==> config.mk <==
export PLATFORM = sky130hd
export DESIGN_NAME = axi4lite_simple_bridge
export DESIGN_NICKNAME = d
export VERILOG_FILES = /design/src/rtl/axi4lite_simple_bridge.sv
export SDC_FILE = /design/constraint.sdc
export NUM_CORES = 1
export LEC_CHECK = 0
export BUFFER_PORTS_ARGS = -buffer_cell sky130_fd_sc_hd__buf_2
export CORE_MARGIN = 5
export CORE_UTILIZATION = 45
export CTS_CLUSTER_SIZE = 30
export DETAILED_ROUTE_END_ITERATION = 7
export GPL_TIMING_DRIVEN = 0
export PLACE_DENSITY_LB_ADDON = 0.12
export SETUP_SLACK_MARGIN = 0.1
export SLEW_MARGIN = 30
export SYNTH_ARGS = -nofsm -noshare
export SYNTH_HDL_FRONTEND = slang
export SYNTH_SLANG_ARGS = --single-unit
==> constraint.sdc <==
create_clock -name clk -period 3.9 [get_ports clk]
set_input_delay 0.585 -clock clk [delete_from_list [all_inputs] [get_ports clk]]
set_output_delay 0.585 -clock clk [all_outputs]
set_load 0.1 [all_outputs]
==> src/rtl/axi4lite_simple_bridge.sv <==
// AXI4-Lite slave to a simple request/ready bus. The read and write paths are
// independent FSMs, each with an alignment check and a ready timeout.
module axi4lite_simple_bridge #(
    parameter int ADDR_WIDTH     = 32,
    parameter int DATA_WIDTH     = 32,
    parameter int TIMEOUT_CYCLES = 16
) (
    input  logic                    clk,
    input  logic                    rst_n,
    input  logic [ADDR_WIDTH-1:0]   AXI_AWADDR,
    input  logic                    AXI_AWVALID,
    output logic                    AXI_AWREADY,
    input  logic [DATA_WIDTH-1:0]   AXI_WDATA,
    input  logic [DATA_WIDTH/8-1:0] AXI_WSTRB,
    input  logic                    AXI_WVALID,
    output logic                    AXI_WREADY,
    output logic [1:0]              AXI_BRESP,
    output logic                    AXI_BVALID,
    input  logic                    AXI_BREADY,
    input  logic [ADDR_WIDTH-1:0]   AXI_ARADDR,
    input  logic                    AXI_ARVALID,
    output logic                    AXI_ARREADY,
    output logic [DATA_WIDTH-1:0]   AXI_RDATA,
    output logic [1:0]              AXI_RRESP,
    output logic                    AXI_RVALID,
    input  logic                    AXI_RREADY,
    output logic                    write,
    output logic [ADDR_WIDTH-1:0]   write_address,
    output logic [DATA_WIDTH-1:0]   write_data,
    output logic [DATA_WIDTH/8-1:0] write_byteenable,
    input  logic                    write_ready,
    input  logic                    write_address_error,
    input  logic                    write_error,
    output logic                    read,
    output logic [ADDR_WIDTH-1:0]   read_address,
    input  logic                    read_ready,
    input  logic [DATA_WIDTH-1:0]   read_data,
    input  logic                    read_address_error
);
    localparam int STRB_WIDTH = DATA_WIDTH / 8;
    localparam int LSB        = $clog2(STRB_WIDTH);
    localparam logic [7:0] TO_LAST = 8'(TIMEOUT_CYCLES - 1);
    localparam logic [1:0] RESP_OKAY   = 2'b00;
    localparam logic [1:0] RESP_SLVERR = 2'b10;
    localparam logic [1:0] RESP_DECERR = 2'b11;

    typedef enum logic [1:0] {W_COLLECT, W_ISSUE, W_RESP} wstate_t;
    typedef enum logic [1:0] {R_IDLE, R_ISSUE, R_RESP} rstate_t;

    wstate_t                 wst_q;
    logic                    aw_held_q, w_held_q;
    logic [ADDR_WIDTH-1:0]   awaddr_q;
    logic [DATA_WIDTH-1:0]   wdata_q;
    logic [STRB_WIDTH-1:0]   wstrb_q;
    logic [1:0]              bresp_q;
    logic [7:0]              wcnt_q;

    rstate_t                 rst_q;
    logic [ADDR_WIDTH-1:0]   araddr_q;
    logic [DATA_WIDTH-1:0]   rdata_q;
    logic [1:0]              rresp_q;
    logic [7:0]              rcnt_q;

    logic                    aw_take, w_take, ar_take;
    logic [ADDR_WIDTH-1:0]   awaddr_d;
    logic                    aw_mis, ar_mis;

    assign AXI_AWREADY = (wst_q == W_COLLECT) && !aw_held_q;
    assign AXI_WREADY  = (wst_q == W_COLLECT) && !w_held_q;
    assign AXI_BVALID  = (wst_q == W_RESP);
    assign AXI_BRESP   = bresp_q;
    assign write            = (wst_q == W_ISSUE);
    assign write_address    = awaddr_q;
    assign write_data       = wdata_q;
    assign write_byteenable = wstrb_q;

    assign AXI_ARREADY  = (rst_q == R_IDLE);
    assign AXI_RVALID   = (rst_q == R_RESP);
    assign AXI_RDATA    = rdata_q;
    assign AXI_RRESP    = rresp_q;
    assign read         = (rst_q == R_ISSUE);
    assign read_address = araddr_q;

    assign aw_take  = AXI_AWVALID && AXI_AWREADY;
    assign w_take   = AXI_WVALID && AXI_WREADY;
    assign ar_take  = AXI_ARVALID && AXI_ARREADY;
    // The FSM leaves COLLECT on the edge that completes the pair, so the
    // alignment check must see an address captured on that same edge.
    assign awaddr_d = aw_take ? AXI_AWADDR : awaddr_q;
    assign aw_mis   = |awaddr_d[LSB-1:0];
    assign ar_mis   = |AXI_ARADDR[LSB-1:0];

    always_ff @(posedge clk or negedge rst_n) begin
        if (!rst_n) begin
            wst_q     <= W_COLLECT;
            aw_held_q <= 1'b0;
            w_held_q  <= 1'b0;
            awaddr_q  <= '0;
            wdata_q   <= '0;
            wstrb_q   <= '0;
            bresp_q   <= RESP_OKAY;
            wcnt_q    <= '0;
        end else begin
            case (wst_q)
                W_COLLECT: begin
                    if (aw_take) begin
                        awaddr_q  <= AXI_AWADDR;
                        aw_held_q <= 1'b1;
                    end
                    if (w_take) begin
                        wdata_q  <= AXI_WDATA;
                        wstrb_q  <= AXI_WSTRB;
                        w_held_q <= 1'b1;
                    end
                    if ((aw_held_q || aw_take) && (w_held_q || w_take)) begin
                        wcnt_q <= '0;
                        if (aw_mis) begin
                            bresp_q <= RESP_SLVERR;
                            wst_q   <= W_RESP;
                        end else begin
                            wst_q <= W_ISSUE;
                        end
                    end
                end
                W_ISSUE: begin
                    if (write_ready) begin
                        bresp_q <= write_address_error ? RESP_DECERR :
                                   write_error         ? RESP_SLVERR : RESP_OKAY;
                        wst_q   <= W_RESP;
                    end else if (wcnt_q == TO_LAST) begin
                        bresp_q <= RESP_SLVERR;
                        wst_q   <= W_RESP;
                    end else begin
                        wcnt_q <= wcnt_q + 8'd1;
                    end
                end
                W_RESP: begin
                    if (AXI_BREADY) begin
                        aw_held_q <= 1'b0;
                        w_held_q  <= 1'b0;
                        wst_q     <= W_COLLECT;
                    end
                end
                default: wst_q <= W_COLLECT;
            endcase
        end
    end

    always_ff @(posedge clk or negedge rst_n) begin
        if (!rst_n) begin
            rst_q    <= R_IDLE;
            araddr_q <= '0;
            rdata_q  <= '0;
            rresp_q  <= RESP_OKAY;
            rcnt_q   <= '0;
        end else begin
            case (rst_q)
                R_IDLE: begin
                    if (ar_take) begin
                        araddr_q <= AXI_ARADDR;
                        rcnt_q   <= '0;
                        if (ar_mis) begin
                            rdata_q <= '0;
                            rresp_q <= RESP_SLVERR;
                            rst_q   <= R_RESP;
                        end else begin
                            rst_q <= R_ISSUE;
                        end
                    end
                end
                R_ISSUE: begin
                    if (read_ready) begin
                        rdata_q <= read_data;
                        rresp_q <= read_address_error ? RESP_DECERR : RESP_OKAY;
                        rst_q   <= R_RESP;
                    end else if (rcnt_q == TO_LAST) begin
                        rdata_q <= '0;
                        rresp_q <= RESP_SLVERR;
                        rst_q   <= R_RESP;
                    end else begin
                        rcnt_q <= rcnt_q + 8'd1;
                    end
                end
                R_RESP: begin
                    if (AXI_RREADY) rst_q <= R_IDLE;
                end
                default: rst_q <= R_IDLE;
            endcase
        end
    end

endmodule

==> metrics.txt <==
Root Buffer clkbuf_16; FF+latch count, synth between 150 and 200; WP buf/inv 3; slowest library cell on the worst path buf_2; HPWL after detailed placement about 13,000 um; Rel. slew slack 61.3%; post-synth top area cell dfrtp_1; final setup violating endpoints 0; initial antenna violation count 1; Avg Inst Size Synth 12.5 um2; HP Class primary input to asynchronous set/reset pin; largest fanout on the critical path 10; Nets 953; drt wl/cell 16.5 um; combined global-route utilization of all metal layers 20.2%; Synth top area share 63.3%; share of layout cells above drive strength 1 a little under half; critical path's largest stage delay roughly 0.46 ns; Cell Area, Synth 0.00625 mm2; Synth area leaders dfrtp_1 (63%), mux2_2 (10%), nand2_1 (6.2%); post-route minimum period about 2.4 ns; # diodes 0; maxcap violations 0; Synth top cells by count dfrtp_1 (158), nand2_1 (104), mux2_2 (56); TritonRoute pass-1 iters 4; P&R area growth vs syn 37.5%; fin cells about 1,000; R2R setup slack 1.86 ns; Horiz. Die Dim 128 um; Cell Rows 43; initial core utilization 45.4%; clock tree from TritonCTS built; Setup Buffers After CTS 0; sequential area share after synthesis 63.3%; GP Congestion a little under 0.9; post-synthesis cell count 500; delay-heaviest family, CP buffers and inverters; status finished, final reports clean; multi-input logic area 0.00212 mm2; H-tree depth 4; first-pass GRT wire length 26,000 um; Overflow after GRT 0; Clock Skew 0.00784 ns; Reg area between 0.003 and 0.004 mm2; post-route setup TNS 0 ns; IO Pins 287; die area ~0.016 mm2; largest net degree at the start of global routing 69; syn nets 646; fin crit share 61.0%; # DRC 0; Final Max Slew Viols 0; prevailing post-synth register cell dfrtp_1; Final Hold Vio Count 0; most frequent cell after synthesis dfrtp_1; Worst Path Arrival 1.80 ns; crit path kind flip-flop to output pin; post-synth cell types 45; Fillers roughly 1,100; Post-synth EDFFs 0; fmax 420 MHz; startpoint class of the critical path flip-flop; Final ANT Viol Nets 0; WP data required 3.31 ns; vias in the first global route 4,937; PortBufs 286; clock sink count 158; placed insts a little under 1,000; Worst-Skew Late Latency 0.42 ns; vias per cell just under 5; core area between 0.01 and 0.015 mm2; ys async rst share 100%; hold buffers post-CTS 0; Worst path most repeated cell buf_2; Initial DRC Count 190; Worst Reg-to-Reg Cells 5; post-CTS sizing 0; yosys warns 0; worst-margin pin slew about 0.58 ns; Clock transition at path regs 0.06 ns; WL final about 16,000 um; Crit. End Element output pin; Worst R2R Start rst_q[0]; setup repair after global routing missed its margin false; Num CTS Buffers 17; crit-path cells buf_2 -> nor2b_1 -> buf_2 -> buf_2; Clock Tree Buf Depth 2; DIE HEIGHT 128 um; reg2reg end read_address[25]; vias 4,947
worst reg2reg max path, cell delays in order, from the launching register on:
cell and delay (ns):
dfrtp_1 0.42, nand2b_1 0.16, clkbuf_1 0.18, nor2_1 0.45, buf_2 0.34, mux2_2 0.37
cell families after synthesis:
family / Yosys count / synth area share, %
adder cells (fa/ha/maj): 2 / 0.400
flip-flops: 158 / 63.3
AND/OR/NAND/NOR: 158 / 11.2
AO/OA/AOI/OAI: 74 / 9.39
XOR/XNOR: 3 / 0.421
multiplexers: 69 / 12.4
buffers and inverters: 36 / 2.84
layer usage:
layer	track usage, %	part of all wire (%)
met2	32.3	48
met5	0	0.067
met1	26.6	42
met3	6.79	8.4
met4	5.49	1.1
state kept, by name (all words and copies together) (netlist names):
register and count:
write_address 32, AXI_RDATA 32, aw_held_q 1, write_byteenable 4, rst_q 2, w_held_q 1, read_address 32, write_data 32
wcnt_q 8, AXI_BRESP 2, AXI_RRESP 2, wst_q 2, rcnt_q 8
through the flow:
step	hold slack (ns)	utilization (%)	setup slack, ns	instance area [um2]
2_1_floorplan	0.289	-	0.730	6250
3_3_place_gp	0.456	57.4	-0.000772	7910
3_5_place_dp	0.457	57.9	1.64	7980
4_1_cts	0.0594	62.4	1.49	8590
5_1_grt	0.0771	62.4	1.41	8590
6_report	0.0585	62.4	1.52	8590
how the worst max path moves through the flow:
stage / to / cells past startpoint / from
6_report: write / 4 / wst_q[0]
5_1_grt: write / 4 / wst_q[0]
2_1_floorplan: AXI_AWREADY / 2 / wst_q[0]
3_3_place_gp: write_address[2] / 1 / rst_n
4_1_cts: write / 4 / wst_q[0]
3_5_place_dp: read_address[24] / 6 / AXI_ARVALID
layout make-up:
cell class	instances	share of cell area, %
buffer	27	1.67
clock buffer	22	5.63
clock inverter	10	1.56
inverter	9	0.393
multi-input combinational	306	24.7
sequential	158	46.0
tap	180	2.62
timing repair buffer	288	17.4
cells in the final DEF (no fill, tap or decap), types with 3 or more instances in the layout:
cell type / n
inv_1: 9
or4_1: 3
nand2b_1: 4
a21oi_1: 5
nand4_1: 5
nand2_1: 104
o211ai_1: 3
clkbuf_8: 4
nand3_1: 6
a22o_1: 34
and2_1: 4
xnor2_1: 3
nor2_1: 15
clkbuf_1: 14
a2bb2oi_1: 3
nor2b_1: 3
clkinv_2: 4
o21ai_1: 4
a21boi_0: 3
mux2_2: 56
nor3_1: 4
mux2_1: 13
bufinv_16: 3
a21o_1: 4
buf_2: 295
clkbuf_16: 17
dfrtp_1: 158
buf_6: 4
Power is not shown: default switching activity piles up to over one toggle a cycle in this logic, so the estimate is an artifact.
